**config.mk**
```make
export PLATFORM = sky130hd
export DESIGN_NAME = pipe_hazard_ctrl
export DESIGN_NICKNAME = d
export VERILOG_FILES = /design/src/rtl/pipe_pkg.sv /design/src/rtl/mdu_busy_tracker.sv /design/src/rtl/pipe_hazard_ctrl.sv
export SDC_FILE = /design/constraint.sdc
export NUM_CORES = 1
export LEC_CHECK = 0
export CORE_UTILIZATION = 40
export CTS_BUF_LIST = sky130_fd_sc_hd__clkbuf_8
export DETAILED_ROUTE_END_ITERATION = 16
export GPL_TIMING_DRIVEN = 0
export RECOVER_POWER = 25
export SETUP_SLACK_MARGIN = 0.2
export SKIP_CTS_REPAIR_TIMING = 1
export SYNTH_ARGS = -nofsm -noshare
export SYNTH_HDL_FRONTEND = slang
export SYNTH_SLANG_ARGS = --single-unit
```
**constraint.sdc**
```tcl
create_clock -name clk -period 2.1 [get_ports clk]
set_clock_uncertainty 0.05 [all_clocks]
set_input_delay 0.21 -clock clk [delete_from_list [all_inputs] [get_ports clk]]
set_output_delay 0.21 -clock clk [all_outputs]
set_load 0.01 [all_outputs]
```
**src/rtl/pipe_pkg.sv**
```systemverilog
// ---------------------------------------------------------------------------
// pipe_pkg
// Shared definitions for the five-stage pipeline hazard controller:
// bypass-select encodings, operand-use and result-latency widths, default
// multiply/divide busy lengths, and the register-match helper.
// No ports (package).
// ---------------------------------------------------------------------------
package pipe_pkg;

   localparam int REG_W  = 5;
   localparam int TUSE_W = 2;
   localparam int TNEW_W = 2;

   localparam logic [TUSE_W-1:0] TUSE_NONE = 2'd3;

   // D-stage bypass selects: regfile / E result / M result.
   localparam logic [1:0] FWD_RF = 2'd0;
   localparam logic [1:0] FWD_E  = 2'd1;
   localparam logic [1:0] FWD_M  = 2'd2;

   // E-stage bypass selects share the 2-bit field but are shifted one stage
   // later: 0 keeps the E register, 1 takes the M result, 2 the W result.
   localparam logic [1:0] FWD_E_REG = 2'd0;
   localparam logic [1:0] FWD_E_M   = 2'd1;
   localparam logic [1:0] FWD_W     = 2'd2;

   localparam int MULT_CYCLES_DEF = 5;
   localparam int DIV_CYCLES_DEF  = 10;

   // $0 is hard-wired, so it can never be a producer worth waiting on.
   function automatic logic reg_match(input logic [REG_W-1:0] src,
                                      input logic [REG_W-1:0] wreg,
                                      input logic             regwrite);
      return (src != '0) && regwrite && (wreg == src);
   endfunction

endpackage

```
**src/rtl/mdu_busy_tracker.sv**
```systemverilog
// ---------------------------------------------------------------------------
// mdu_busy_tracker
// Tracks the multiply/divide unit busy window. A start loads the down-counter
// with the operation length (restarting if already busy); it then counts to 0.
// Ports:
//   clk, reset      clock, synchronous active-high reset
//   md_start_E      E-stage instruction starts the MDU this cycle
//   md_is_div_E     started operation is a divide
//   md_busy         MDU result not yet available (includes the start cycle)
// ---------------------------------------------------------------------------
module mdu_busy_tracker
   import pipe_pkg::*;
#(
   parameter int MULT_CYCLES = MULT_CYCLES_DEF,
   parameter int DIV_CYCLES  = DIV_CYCLES_DEF
) (
   input  logic clk,
   input  logic reset,
   input  logic md_start_E,
   input  logic md_is_div_E,
   output logic md_busy
);

   localparam int MAX_CYCLES = (DIV_CYCLES > MULT_CYCLES) ? DIV_CYCLES : MULT_CYCLES;
   localparam int CNT_W      = $clog2(MAX_CYCLES + 1);

   logic [CNT_W-1:0] cnt_q, cnt_d;

   always_comb begin
      cnt_d = cnt_q;
      if (md_start_E) begin
         cnt_d = md_is_div_E ? CNT_W'(DIV_CYCLES) : CNT_W'(MULT_CYCLES);
      end else if (cnt_q != '0) begin
         cnt_d = cnt_q - CNT_W'(1);
      end
   end

   always_ff @(posedge clk) begin
      if (reset) begin
         cnt_q <= '0;
      end else begin
         cnt_q <= cnt_d;
      end
   end

   assign md_busy = md_start_E || (cnt_q != '0);

endmodule

```
**src/rtl/pipe_hazard_ctrl.sv**
```systemverilog
// ---------------------------------------------------------------------------
// pipe_hazard_ctrl
// Hazard and forwarding controller for the F/D/E/M/W pipeline. Keeps an
// E->M->W shadow of destination fields, derives stalls/E bubbles and the
// D- and E-stage bypass selects, and holds HI/LO consumers while the MDU
// is busy.
// Optional feature macro: HAZARD_PERF_CNT_EN adds the stall_cnt port, a
// free-running count of stalled cycles.
// Ports:
//   clk, reset                  clock, synchronous active-high reset
//   rs_D, rt_D                  D-stage source registers
//   tuse_rs_D, tuse_rt_D        cycles until operand needed (3 = unused)
//   wreg_D, regwrite_D, tnew_D  D-stage destination, write enable, latency
//   md_use_D                    D-stage instruction uses the MDU / HI / LO
//   md_start_E, md_is_div_E     MDU start and operation kind from E
//   stall_F, stall_D, flush_E   hold PC / hold D / bubble into E
//   fwd_rs_D, fwd_rt_D          D bypass: 0 regfile, 1 E, 2 M
//   fwd_rs_E, fwd_rt_E          E bypass: 0 E reg, 1 M, 2 W
//   md_busy                     MDU result not yet available
//   stall_cnt                   stalled-cycle count (macro build only)
// ---------------------------------------------------------------------------
module pipe_hazard_ctrl
   import pipe_pkg::*;
#(
   parameter int MULT_CYCLES = MULT_CYCLES_DEF,
   parameter int DIV_CYCLES  = DIV_CYCLES_DEF
) (
   input  logic              clk,
   input  logic              reset,
   input  logic [REG_W-1:0]  rs_D,
   input  logic [REG_W-1:0]  rt_D,
   input  logic [TUSE_W-1:0] tuse_rs_D,
   input  logic [TUSE_W-1:0] tuse_rt_D,
   input  logic [REG_W-1:0]  wreg_D,
   input  logic              regwrite_D,
   input  logic [TNEW_W-1:0] tnew_D,
   input  logic              md_use_D,
   input  logic              md_start_E,
   input  logic              md_is_div_E,
   output logic              stall_F,
   output logic              stall_D,
   output logic              flush_E,
   output logic [1:0]        fwd_rs_D,
   output logic [1:0]        fwd_rt_D,
   output logic [1:0]        fwd_rs_E,
   output logic [1:0]        fwd_rt_E,
   output logic              md_busy
`ifdef HAZARD_PERF_CNT_EN
  ,output logic [31:0]       stall_cnt
`endif
);

   logic [REG_W-1:0]  rs_e_q, rs_e_d, rt_e_q, rt_e_d;
   logic [REG_W-1:0]  wreg_e_q, wreg_e_d, wreg_m_q, wreg_m_d, wreg_w_q, wreg_w_d;
   logic              regwrite_e_q, regwrite_e_d, regwrite_m_q, regwrite_m_d;
   logic              regwrite_w_q, regwrite_w_d;
   logic [TNEW_W-1:0] tnew_e_q, tnew_e_d, tnew_m_q, tnew_m_d;

   logic stall_rs, stall_rt, stall;

   mdu_busy_tracker #(
      .MULT_CYCLES (MULT_CYCLES),
      .DIV_CYCLES  (DIV_CYCLES)
   ) u_mdu (
      .clk         (clk),
      .reset       (reset),
      .md_start_E  (md_start_E),
      .md_is_div_E (md_is_div_E),
      .md_busy     (md_busy)
   );

   // A consumer must wait when its producer's result arrives later than
   // the operand is needed. TUSE_NONE exceeds every tnew, so it never stalls.
   assign stall_rs = (reg_match(rs_D, wreg_e_q, regwrite_e_q) && (tuse_rs_D < tnew_e_q))
                  || (reg_match(rs_D, wreg_m_q, regwrite_m_q) && (tuse_rs_D < tnew_m_q));
   assign stall_rt = (reg_match(rt_D, wreg_e_q, regwrite_e_q) && (tuse_rt_D < tnew_e_q))
                  || (reg_match(rt_D, wreg_m_q, regwrite_m_q) && (tuse_rt_D < tnew_m_q));
   assign stall    = stall_rs || stall_rt || (md_use_D && md_busy);

   assign stall_F = stall;
   assign stall_D = stall;
   assign flush_E = stall;

   // W needs no D-stage bypass: the register file writes before it reads.
   always_comb begin
      fwd_rs_D = FWD_RF;
      fwd_rt_D = FWD_RF;
      fwd_rs_E = FWD_E_REG;
      fwd_rt_E = FWD_E_REG;

      if (reg_match(rs_D, wreg_e_q, regwrite_e_q) && (tnew_e_q == '0)) begin
         fwd_rs_D = FWD_E;
      end else if (reg_match(rs_D, wreg_m_q, regwrite_m_q) && (tnew_m_q == '0)) begin
         fwd_rs_D = FWD_M;
      end

      if (reg_match(rt_D, wreg_e_q, regwrite_e_q) && (tnew_e_q == '0)) begin
         fwd_rt_D = FWD_E;
      end else if (reg_match(rt_D, wreg_m_q, regwrite_m_q) && (tnew_m_q == '0)) begin
         fwd_rt_D = FWD_M;
      end

      if (reg_match(rs_e_q, wreg_m_q, regwrite_m_q) && (tnew_m_q == '0)) begin
         fwd_rs_E = FWD_E_M;
      end else if (reg_match(rs_e_q, wreg_w_q, regwrite_w_q)) begin
         fwd_rs_E = FWD_W;
      end

      if (reg_match(rt_e_q, wreg_m_q, regwrite_m_q) && (tnew_m_q == '0)) begin
         fwd_rt_E = FWD_E_M;
      end else if (reg_match(rt_e_q, wreg_w_q, regwrite_w_q)) begin
         fwd_rt_E = FWD_W;
      end
   end

   always_comb begin
      rs_e_d       = rs_D;
      rt_e_d       = rt_D;
      wreg_e_d     = wreg_D;
      regwrite_e_d = regwrite_D;
      tnew_e_d     = tnew_D;
      if (stall) begin
         rs_e_d       = '0;
         rt_e_d       = '0;
         wreg_e_d     = '0;
         regwrite_e_d = 1'b0;
         tnew_e_d     = '0;
      end

      wreg_m_d     = wreg_e_q;
      regwrite_m_d = regwrite_e_q;
      tnew_m_d     = (tnew_e_q == '0) ? '0 : (tnew_e_q - TNEW_W'(1));

      wreg_w_d     = wreg_m_q;
      regwrite_w_d = regwrite_m_q;
   end

   always_ff @(posedge clk) begin
      if (reset) begin
         rs_e_q       <= '0;
         rt_e_q       <= '0;
         wreg_e_q     <= '0;
         regwrite_e_q <= 1'b0;
         tnew_e_q     <= '0;
         wreg_m_q     <= '0;
         regwrite_m_q <= 1'b0;
         tnew_m_q     <= '0;
         wreg_w_q     <= '0;
         regwrite_w_q <= 1'b0;
      end else begin
         rs_e_q       <= rs_e_d;
         rt_e_q       <= rt_e_d;
         wreg_e_q     <= wreg_e_d;
         regwrite_e_q <= regwrite_e_d;
         tnew_e_q     <= tnew_e_d;
         wreg_m_q     <= wreg_m_d;
         regwrite_m_q <= regwrite_m_d;
         tnew_m_q     <= tnew_m_d;
         wreg_w_q     <= wreg_w_d;
         regwrite_w_q <= regwrite_w_d;
      end
   end

`ifdef HAZARD_PERF_CNT_EN
   logic [31:0] stall_cnt_q, stall_cnt_d;

   // Wraps naturally at 2^32.
   always_comb begin
      stall_cnt_d = stall_cnt_q;
      if (stall) begin
         stall_cnt_d = stall_cnt_q + 32'd1;
      end
   end

   always_ff @(posedge clk) begin
      if (reset) begin
         stall_cnt_q <= '0;
      end else begin
         stall_cnt_q <= stall_cnt_d;
      end
   end

   assign stall_cnt = stall_cnt_q;
`endif

endmodule

```
# Word-level counts from Yosys, hierarchy flattened

Cells that the tools add are included.

Bits of input ports: 27
Output and inout bits: 12
Word-level logic and storage cells: 78
Register bits after elaboration: 36

$add $sub $neg: 2
Multiplexer cells: 11
Reductions and logical operators: 42
Magnitude comparators: 4
Equality and inequality tests: 8

Operator list:

| kind                | number |
|---|---|
| $eq 5x5->1          | 8 |
| $logic_and 1x1->1   | 27 |
| $reduce_bool 5->1   | 4 |
| $mux 2              | 8 |
| $mux 4              | 3 |
| $lt 2x2->1          | 4 |
| $logic_or 1x1->1    | 5 |
| $logic_not 2->1     | 2 |
| $reduce_bool 4->1   | 1 |
| $reduce_or 2->1     | 2 |
| $sub 4x1->4 const B | 1 |
| $reduce_bool 2->1   | 1 |
| $sub 2x1->2 const B | 1 |

# Logic depth before layout (Yosys ltp)

Gate-level depths: netlist of the first run.

Depth in word-level cells: 8
Gate-level depth with buffers: 8
Mapped depth without buffers: 7

# By module

A second synthesis of the first run with hierarchy kept.

Cell total of the unflattened synthesis: 204
Area total of the unflattened synthesis: 1981.9 um2

Modules (own cells, without submodules):

| module           | area each (um2) | cells an instance | times used |
|---|---|---|---|
| pipe_hazard_ctrl | 1755.4          | 180               | 1 |
| mdu_busy_tracker | 226.5           | 24                | 1 |

# Least setup slack after synthesis of the first run

OpenSTA, ideal clock, no wires.

Path type: register to output
Start point: register u_mdu.cnt_q[0]
End point: output stall_D
Setup slack: 68 ps
Data arrival time: 1772 ps
Path buffers: 1
Required time: 1840 ps
Cell stages (with the launch flop): 9
Cell sequence: dfxtp_1 > inv_1 > ha_1 > nor4b_2 > inv_1 > nand2_1 > o311ai_4 > or2_2 > buf_4

Cells in the longest elaborated chain, start to end: 4

Ends and longest elaborated chain:

| element                | RTL line               | text |
|---|---|---|
| start, declared        | mdu_busy_tracker.sv:27 | `logic [CNT_W-1:0] cnt_q, cnt_d;` |
| start signal, assigned | mdu_busy_tracker.sv:42 | `cnt_q <= cnt_d;` |
| $reduce_bool 4->1      | mdu_busy_tracker.sv:46 | `assign md_busy = md_start_E \|\| (cnt_q != '0);` |
| $logic_or 1x1->1       | mdu_busy_tracker.sv:46 |  |
| named net md_busy      | pipe_hazard_ctrl.sv:47 | `output logic md_busy` |
| $logic_and 1x1->1      | pipe_hazard_ctrl.sv:78 | `assign stall = stall_rs \|\| stall_rt \|\| (md_use_D && md_busy);` |
| $logic_or 1x1->1       | pipe_hazard_ctrl.sv:78 |  |
| end, declared          | pipe_hazard_ctrl.sv:41 | `output logic stall_D,` |

The timed path passes the listed nets, and every way through them passes these cells.

# Final worst setup path of the first run

Start point: register wreg_e_q[2]
End point: output stall_D

Cells in the longest elaborated chain, start to end: 6
Elaborated cells on any way between the ends: 10
Those cells by class: eq/ne (2); reduce/logical (8)

Ends and longest elaborated chain:

| element                              | RTL line                                       | text |
|---|---|---|
| start, declared                      | pipe_hazard_ctrl.sv:54                         | `logic [REG_W-1:0] wreg_e_q, wreg_e_d, wreg_m_q, wreg_m_d, wreg_w_q, wreg_w_d;` |
| start signal, assigned               | pipe_hazard_ctrl.sv:153                        | `wreg_e_q <= wreg_e_d;` |
| $eq 5x5->1                           | pipe_pkg.sv:34                                 | `return (src != '0) && regwrite && (wreg == src);` |
| $logic_and 1x1->1                    | pipe_pkg.sv:34                                 |  |
| $logic_and 1x1->1 (on tied branches) | pipe_hazard_ctrl.sv:74, pipe_hazard_ctrl.sv:76 |  |
| $logic_or 1x1->1 (on tied branches)  | pipe_hazard_ctrl.sv:75, pipe_hazard_ctrl.sv:77 |  |
| $logic_or 1x1->1 * (2 in series)     | pipe_hazard_ctrl.sv:78                         |  |

Mark *: on every way between the ends. The rest lies on a longest branch, timed or not.

==> metrics.md, run 1 <==
| Metric | Value |
|---|---|
| Outcome | `finished with violations` |
| Failing checks | `negative setup slack` |
| Synth area leaders | `dfxtp_1 (36%), xnor2_1 (11%), xor2_1 (7.9%)` |
| Final hold vios | `0` |
| Count leader, synth | `dfxtp_1` |
| Syn Area/Cell | `9.700 sq um` |
| Dpl hpwl | `3559 microns` |
| Pre-CTS WS | `-0.9904 ns` |
| Ys async rst share | `0%` |
| Post-Synthesis Cells | `206` |
| I/O Buffers | `37` |
| Leakage Power | `1.210 nW` |
| PD cells | `between 500 and 600 mW/mm^2` |
| Yosys reg bits | `36` |
| Crit-path max cell delay | `between 0.5 and 0.6 ns` |
| Share of layout cells above drive strength 1 | `between 20 and 30%` |
| Distinct cell type count after synthesis | `37` |
| Post-synth top area share | `36.07%` |
| Post-Layout Inst Area | `0.002793 sq mm` |
| First-pass GRT wire length | `7617 microns` |
| GR Layer Usage met3 | `4.144%` |
| RSZ-0062 raised after global routing | `true` |
| Nets | `~290` |
| Fmax | `430.0 MHz` |
| DIE AREA | `~0.0053 sq mm` |
| H-tree depth | `2` |
| Slowest cell on crit path | `or4b_4` |
| Critical path required time | `1.84 ns` |
| Worst-path clk slew | `0.07 ns` |
| Residual DRC | `0` |
| Placed instance area | `0.002464 sq mm` |
| Pwr Total | `0.001674 W` |
| Top cell by count, worst path | `buf_6` |
| Die X-Extent | `72.68 microns` |
| Slew HR | `44.45%` |
| Drt wl/cell | `14.56 microns` |
| Min Hold Slack | `0.2368 ns` |
| Worst Setup EP | `stall_D` |
| Gr busiest metal | `met2` |
| Top FF cell, synth | `dfxtp_1` |
| Max_cap viols | `0` |
| Met2 Usage GRT | `between 30 and 40%` |
| Worst reg2reg path depth | `8` |
| DRT iter0 DRCs | `46` |
| Vias in the first global route | `1543` |
| Slew Limit Fails | `0` |
| Vias | `approximately 1600` |
| Initial core utilization | `between 40% and 50%` |
| DR pass1 iterations | `4` |
| Fillers | `446` |
| Maximum clock path buffer count | `2` |
| CTS buffer count | `5` |
| Area Growth Syn to Fin | `39.76%` |
| I/O pins | `39` |
| Synth Cell Area | `around 0.0020 sq mm` |
| Final Setup Violations | `10` |
| Total GRT Usage | `between 10% and 20%` |
| Worst-skew pair later-pin latency | `0.29 ns` |
| CP Launch Type | `flip-flop` |
| Sequential share of the synthesized area | `36.07%` |
| CP Data Arrival Time | `2.07 ns` |
| Post-Syn Nets | `240` |
| Antenna violations before repair | `0` |
| Area leader, netlist | `dfxtp_1` |
| GP Congestion | `around 0.8` |
| Critical path fanouts, max | `3` |
| Synth Warn # | `0` |
| Critical Path, Cell by Cell | `buf_4 > xnor2_1 > o211ai_2 > or4b_4 > o311ai_4 > or2_4 > buf_6 > buf_6` |
| Largest net degree at the start of global routing | `12` |
| Setup slack, reg-to-reg | `-0.01 ns` |
| Fin crit share | `110.7%` |
| Remaining Overflow, GRT | `0` |
| Sink Count | `36` |
| Vert. Die Dim | `72.68 microns` |
| CTS tree | `done` |
| Worst r2r src | `wreg_e_q[2]$_SDFF_PP0_` |
| CP Launch Point | `wreg_e_q[2]$_SDFF_PP0_` |
| Worst Setup End Kind | `primary output` |
| Vias per inst | `4.908` |
| Reg2reg end | `tnew_e_q[0]$_SDFF_PP0_` |
| Total core area | `about 0.0048 sq mm` |
| VDD IR max | `0.4218 mV` |
| Cell chosen for the clock root | `clkbuf_8` |
| Final min period | `2.325 ns` |
| Actual slew at the worst max-slew pin | `between 0.8 and 0.9 ns` |
| Post-synth EDFFs | `0` |
| Ant diodes | `0` |
| Post-Route WL | `4732 microns` |
| Worst hold path type | `in -> reg` |
| Met1 global-route usage | `23.04%` |
| DRT antenna net count | `0` |
| Row count | `25` |
| Total negative slack | `-0.8743 ns` |
| Setup Crit Path Kind | `reg -> out` |
| Top post-synthesis cells by count | `dfxtp_1 (36), xnor2_1 (24), xor2_1 (18)` |
| Setup slack after layout | `-0.2254 ns` |
==> flip-flops by register name, indices dropped and copies added, names as in the netlist <==
name,flops
wreg_m_q,5
wreg_w_q,5
u_mdu.cnt_q,4
tnew_e_q,2
wreg_e_q,5
regwrite_w_q,1
rs_e_q,5
regwrite_m_q,1
tnew_m_q,2
regwrite_e_q,1
rt_e_q,5
==> cell usage in the layout (no fill, tap or decap), types with 6 or more instances in the layout <==
cell type / Yosys / routed
xnor2_1: 24 / 24
dlymetal6s2s_1: 0 / 14
clkbuf_8: 0 / 6
clkdlybuf4s50_1: 0 / 17
buf_6: 1 / 7
nor3_1: 9 / 6
nand2_1: 6 / 6
dfxtp_1: 36 / 29
inv_1: 16 / 17
xor2_1: 18 / 14
buf_4: 3 / 11
nor4_2: 8 / 8
nand4_1: 6 / 6
dfxtp_2: 0 / 7
nor2b_1: 12 / 12
ha_1: 7 / 7
==> per-stage QoR <==
| step | std cells | util [%] |
|---|---|---|
| after floorplan | 206 | - |
| after global placement | 310 | 51.82 |
| after detailed placement | 310 | 51.82 |
| after CTS | 318 | 53.79 |
| after global routing | 325 | 58.74 |
| final | 325 | 58.74 |
==> worst max-delay path, delay by kind of cell, from the launching register on <==
| kind | cells | cell delay [ns] |
|---|---|---|
| flops | 1 | 0.33 |
| simple gates | 2 | 0.73 |
| xor+xnor | 1 | 0.17 |
| compound gates | 2 | 0.23 |
| buf+inv | 3 | 0.30 |
==> cells by family (layout without fill, tap and decap cells) <==
logic type,count (synthesis),after routing,share of synthesized area (%)
AOI/OAI and AO/OA,12,12,5.198
xor gates and xnor gates,42,42,18.41
adders and majority gates,7,7,4.383
buffers and inverters,30,82,6.887
DFF,36,36,36.07
and+or+nand+nor,79,79,29.05
==> report_power, final <==
part | switching, W | internal (W)
clock network | 0.000248 | 0.000262
registers | 0.0000386 | 0.000726
logic | 0.000185 | 0.000215
total | 0.000471 | 0.00120
==> final cells by class <==
| cell class | count | area (sq um) | share of cell area, % |
|---|---|---|---|
| clock inverter | 2 | 11.26 | 0.4032 |
| multi-input combinational | 140 | 1276 | 45.70 |
| buffer | 14 | 102.6 | 3.674 |
| tap | 67 | 83.83 | 3.002 |
| clock buffer | 6 | 82.58 | 2.957 |
| timing repair buffer | 44 | 446.7 | 15.99 |
| sequential | 36 | 729.5 | 26.12 |
| inverter | 16 | 60.06 | 2.151 |
==> worst min-delay path by stage <==
stage	end	slack [ns]	cells past startpoint	startpoint
CTS	wreg_w_q[1]$_SDFF_PP0_	0.28	2	reset
detailed placement	tnew_m_q[0]$_SDFF_PP0_	0.41	1	tnew_e_q[0]$_SDFF_PP0_
global placement	tnew_m_q[0]$_SDFF_PP0_	0.39	1	tnew_e_q[0]$_SDFF_PP0_
floorplan	regwrite_e_q$_SDFF_PP0_	0.29	2	regwrite_D
finish	rs_e_q[2]$_SDFF_PP0_	0.24	2	rs_D[2]
global route	rs_e_q[2]$_SDFF_PP0_	0.23	2	rs_D[2]
==> metal layers <==
layer / routed length, microns / up-vias / part of all wire [%]
li1: - / 804 / -
met1: 1995 / 751 / 42
met2: 2496 / 32 / 53
met3: 138 / 8 / 2.9
met4: 102 / 0 / 2.2
met5: 0 / - / 0
Power figures use the tool's default switching activity.
==> run 2, diff against run 1 <==
Settings changed: CORE_MARGIN set to 5.
==> run 2 against run 1 <==
The run still ends with negative setup slack left. Flip-flop and latch count stayed put. Design area up 1.0%. Sequential power about the same. Combinational power is essentially flat. Global-route usage shrank 3.8 points. Cell count rose by 0.62%. Wire length grew 0.63%. Via count is 1.1% lower. Register-to-register slack lost 0.02 ns. Worst setup slack worse by 0.022 ns. First-iteration DRC count rose by 57%. Total power down 1.5%.
==> metrics.md, run 2 (synthesis gave the netlist of run 1 again) <==
| Metric | Value |
|---|---|
| Outcome | `finished with violations` |
| Failing checks | `negative setup slack` |
| Cell chosen for the clock root | `clkbuf_8` |
| Most common cell after layout, fill and taps aside | `dfxtp_1` |
| Critical Path, Cell by Cell | `xor2_1 > nor4_1 > nand4_1 > buf_4 > o311ai_4 > or2_4 > buf_6 > buf_6` |
| Pre-CTS WS | `-0.9909 ns (-0.0005270 ns)` |
| DRT iter0 DRCs | `72 (+57%)` |
| Die X-Extent | `80.68 microns (+11%)` |
| Max_cap viols | `0 (unchanged)` |
| Final Setup Violations | `13 (+3)` |
| Hold Path Cell Cnt | `2 (unchanged)` |
| Setup Crit Path Kind | `reg -> out` |
| Final hold vios | `0 (unchanged)` |
| Setup slack, reg-to-reg | `-0.03 ns (-0.02 ns)` |
| I/O Buffers | `37 (unchanged)` |
| Worst r2r src | `wreg_e_q[0]$_SDFF_PP0_` |
| Fmax | `426.0 MHz (-0.93%)` |
| Antenna violations before repair | `0 (unchanged)` |
| RSZ-0062 raised after global routing | `true` |
| Post-Route WL | `4762 microns (+0.63%)` |
| Final min period | `2.347 ns (+0.02179 ns)` |
| CP Launch Type | `flip-flop` |
| Sw Share | `28.93% (+0.77 points)` |
| Row count | `25 (unchanged)` |
| Placed insts | `310 (unchanged)` |
| I/O pins | `39 (unchanged)` |
| VDD IR max | `0.4395 mV (+4.2%)` |
| Critical path required time | `1.84 ns (about the same)` |
| Sequential cell fraction of total power | `46.3% (+0.6 points)` |
| Actual slew at the worst max-slew pin | `0.7506 ns (-0.08262 ns)` |
| Worst reg2reg path depth | `8 (unchanged)` |
| Vias | `1578 (-1.1%)` |
| Int Pwr | `0.001172 W (-2.5%)` |
| Worst-path clk slew | `0.08 ns (about the same)` |
| Hold wc startpoint | `rs_D[2]` |
| H-tree depth | `2 (unchanged)` |
| Total core area | `0.004786 sq mm (+0.66%)` |
| Remaining Overflow, GRT | `0 (unchanged)` |
| Ant diodes | `0 (unchanged)` |
| GP Congestion | `0.8051 (+2.2%)` |
| Slowest cell on crit path | `dfxtp_4` |
| Residual DRC | `0 (unchanged)` |
| Fin crit share | `111.8% (+1.0 points)` |
| Drt wl/cell | `14.56 microns (about the same)` |
| Share of layout cells above drive strength 1 | `31.15% (+3.6 points)` |
| Vert. Die Dim | `80.68 microns (+11%)` |
| Dpl hpwl | `3615 microns (+1.6%)` |
| CP Data Arrival Time | `2.09 ns (+0.02 ns)` |
| Setup slack after layout | `-0.2472 ns (-0.02179 ns)` |
| DIE AREA | `0.006509 sq mm (+23%)` |
| Final std cells w/o fill | `327 (+0.62%)` |
| Min Hold Slack | `0.2245 ns (-0.01231 ns)` |
| DR pass1 iterations | `4 (unchanged)` |
| Worst-skew pair later-pin latency | `0.29 ns (about the same)` |
| Total negative slack | `-0.9482 ns (-0.07390 ns)` |
| Vias per inst | `4.826 (-1.7%)` |
| Area Growth Syn to Fin | `41.20%` |
| CTS buffer count | `5 (unchanged)` |
| DRT antenna net count | `0 (unchanged)` |
| Critical path fanouts, max | `3 (unchanged)` |
| Psw | `0.0004772 W (+1.2%)` |
| Initial core utilization | `41.75% (-0.27 points)` |
| Worst Setup End Kind | `primary output` |
| Reg2reg end | `wreg_e_q[1]$_SDFF_PP0_` |
| Pwr Total | `0.001649 W (-1.5%)` |
| First-pass GRT wire length | `7631 microns (+0.18%)` |
| Slew HR | `49.96% (+5.5 points)` |
| Hold EP | `rs_e_q[2]$_SDFF_PP0_` |
| Clk pwr share | `29.3% (-1.1 points)` |
| Total GRT Usage | `15.56% (-3.8 points)` |
| Combinational power share | `24.4% (+0.5 points)` |
| Largest net degree at the start of global routing | `13 (+1)` |
| CTS tree | `done` |
| Slew Limit Fails | `0 (unchanged)` |
| Sink Count | `36 (unchanged)` |
| Worst hold path type | `in -> reg` |
| Top cell by count, worst path | `buf_6` |
| Leakage Power | `1.239 nW (+2.4%)` |
| Vias in the first global route | `1564 (+1.4%)` |
| Nets | `293 (+0.69%)` |
| Most frequent cells in the layout | `dfxtp_1 (29), xnor2_1 (24), inv_1 (15), clkdlybuf4s50_1 (15), dlymetal6s2s_1 (15)` |
| PD cells | `584.6 mW/mm^2 (-2.5%)` |
| Maximum clock path buffer count | `2 (unchanged)` |
| Crit-path max cell delay | `0.36 ns (-0.18 ns)` |
## run 2: critical path: cells and delay by family (launching register included)
family          cells  cell delay, ns
simple gates        3            0.69
flops               1            0.36
buf+inv             3            0.35
compound gates      1            0.27
xor+xnor            1            0.14
## run 2: how the worst max path moves through the flow
stage / slack (ns) / to / from / cells past startpoint
after floorplan: 0.21 / stall_D / rt_D[1] / 6
after global placement: -0.97 / stall_D / rs_D[2] / 8
after detailed placement: -0.99 / stall_F / rs_D[2] / 8
after CTS: -1.0 / stall_F / rs_D[2] / 8
after global routing: -0.30 / stall_D / wreg_e_q[0]$_SDFF_PP0_ / 8
final: -0.25 / stall_F / wreg_e_q[0]$_SDFF_PP0_ / 8
## run 2: stage by stage
step	cell area (sq um)	util (%)
CTS	2551	53.31
global route	2821	58.95
finish	2821	58.95
global placement	2464	51.48
detailed placement	2464	51.48
floorplan	2009	-
## run 2: area by class of cell
| cell class | count | area (sq um) |
|---|---|---|
| fillers | 440 | 1964 |
| multi-input cells | 140 | 1289 |
| flip-flops and latches | 36 | 732.0 |
| repair buffers | 46 | 459.2 |
| plain buffers | 14 | 110.1 |
| well taps | 67 | 83.83 |
| clock buffers | 5 | 68.82 |
| inverters | 16 | 60.06 |
| clock inverters | 3 | 18.77 |
## run 2: power by group through the flow
stage,registers (W),logic [W],clock network (W)
finish,0.000763,0.000402,0.000484
global route,0.000768,0.000443,0.000529
CTS,0.000761,0.000352,0.000501
detailed placement,0.000777,0.000350,0
global placement,0.000777,0.000346,0
floorplan,0.000768,0.000229,0
## run 2: metal layers
metal,part of all wire (%),wire length (microns),vias to the layer above,global-route usage (%)
met5,0,0,-,0
met4,2.0,95,0,5.912
met3,4.0,189,9,3.363
met2,51,2412,36,27.57
met1,43,2064,725,18.14
li1,-,-,808,-
==> run 3, diff against run 2 <==
Settings changed: SLEW_MARGIN set to 5.
==> results of run 3 <==
No change in the layout: final DEF, timing and power equal those of run 2.
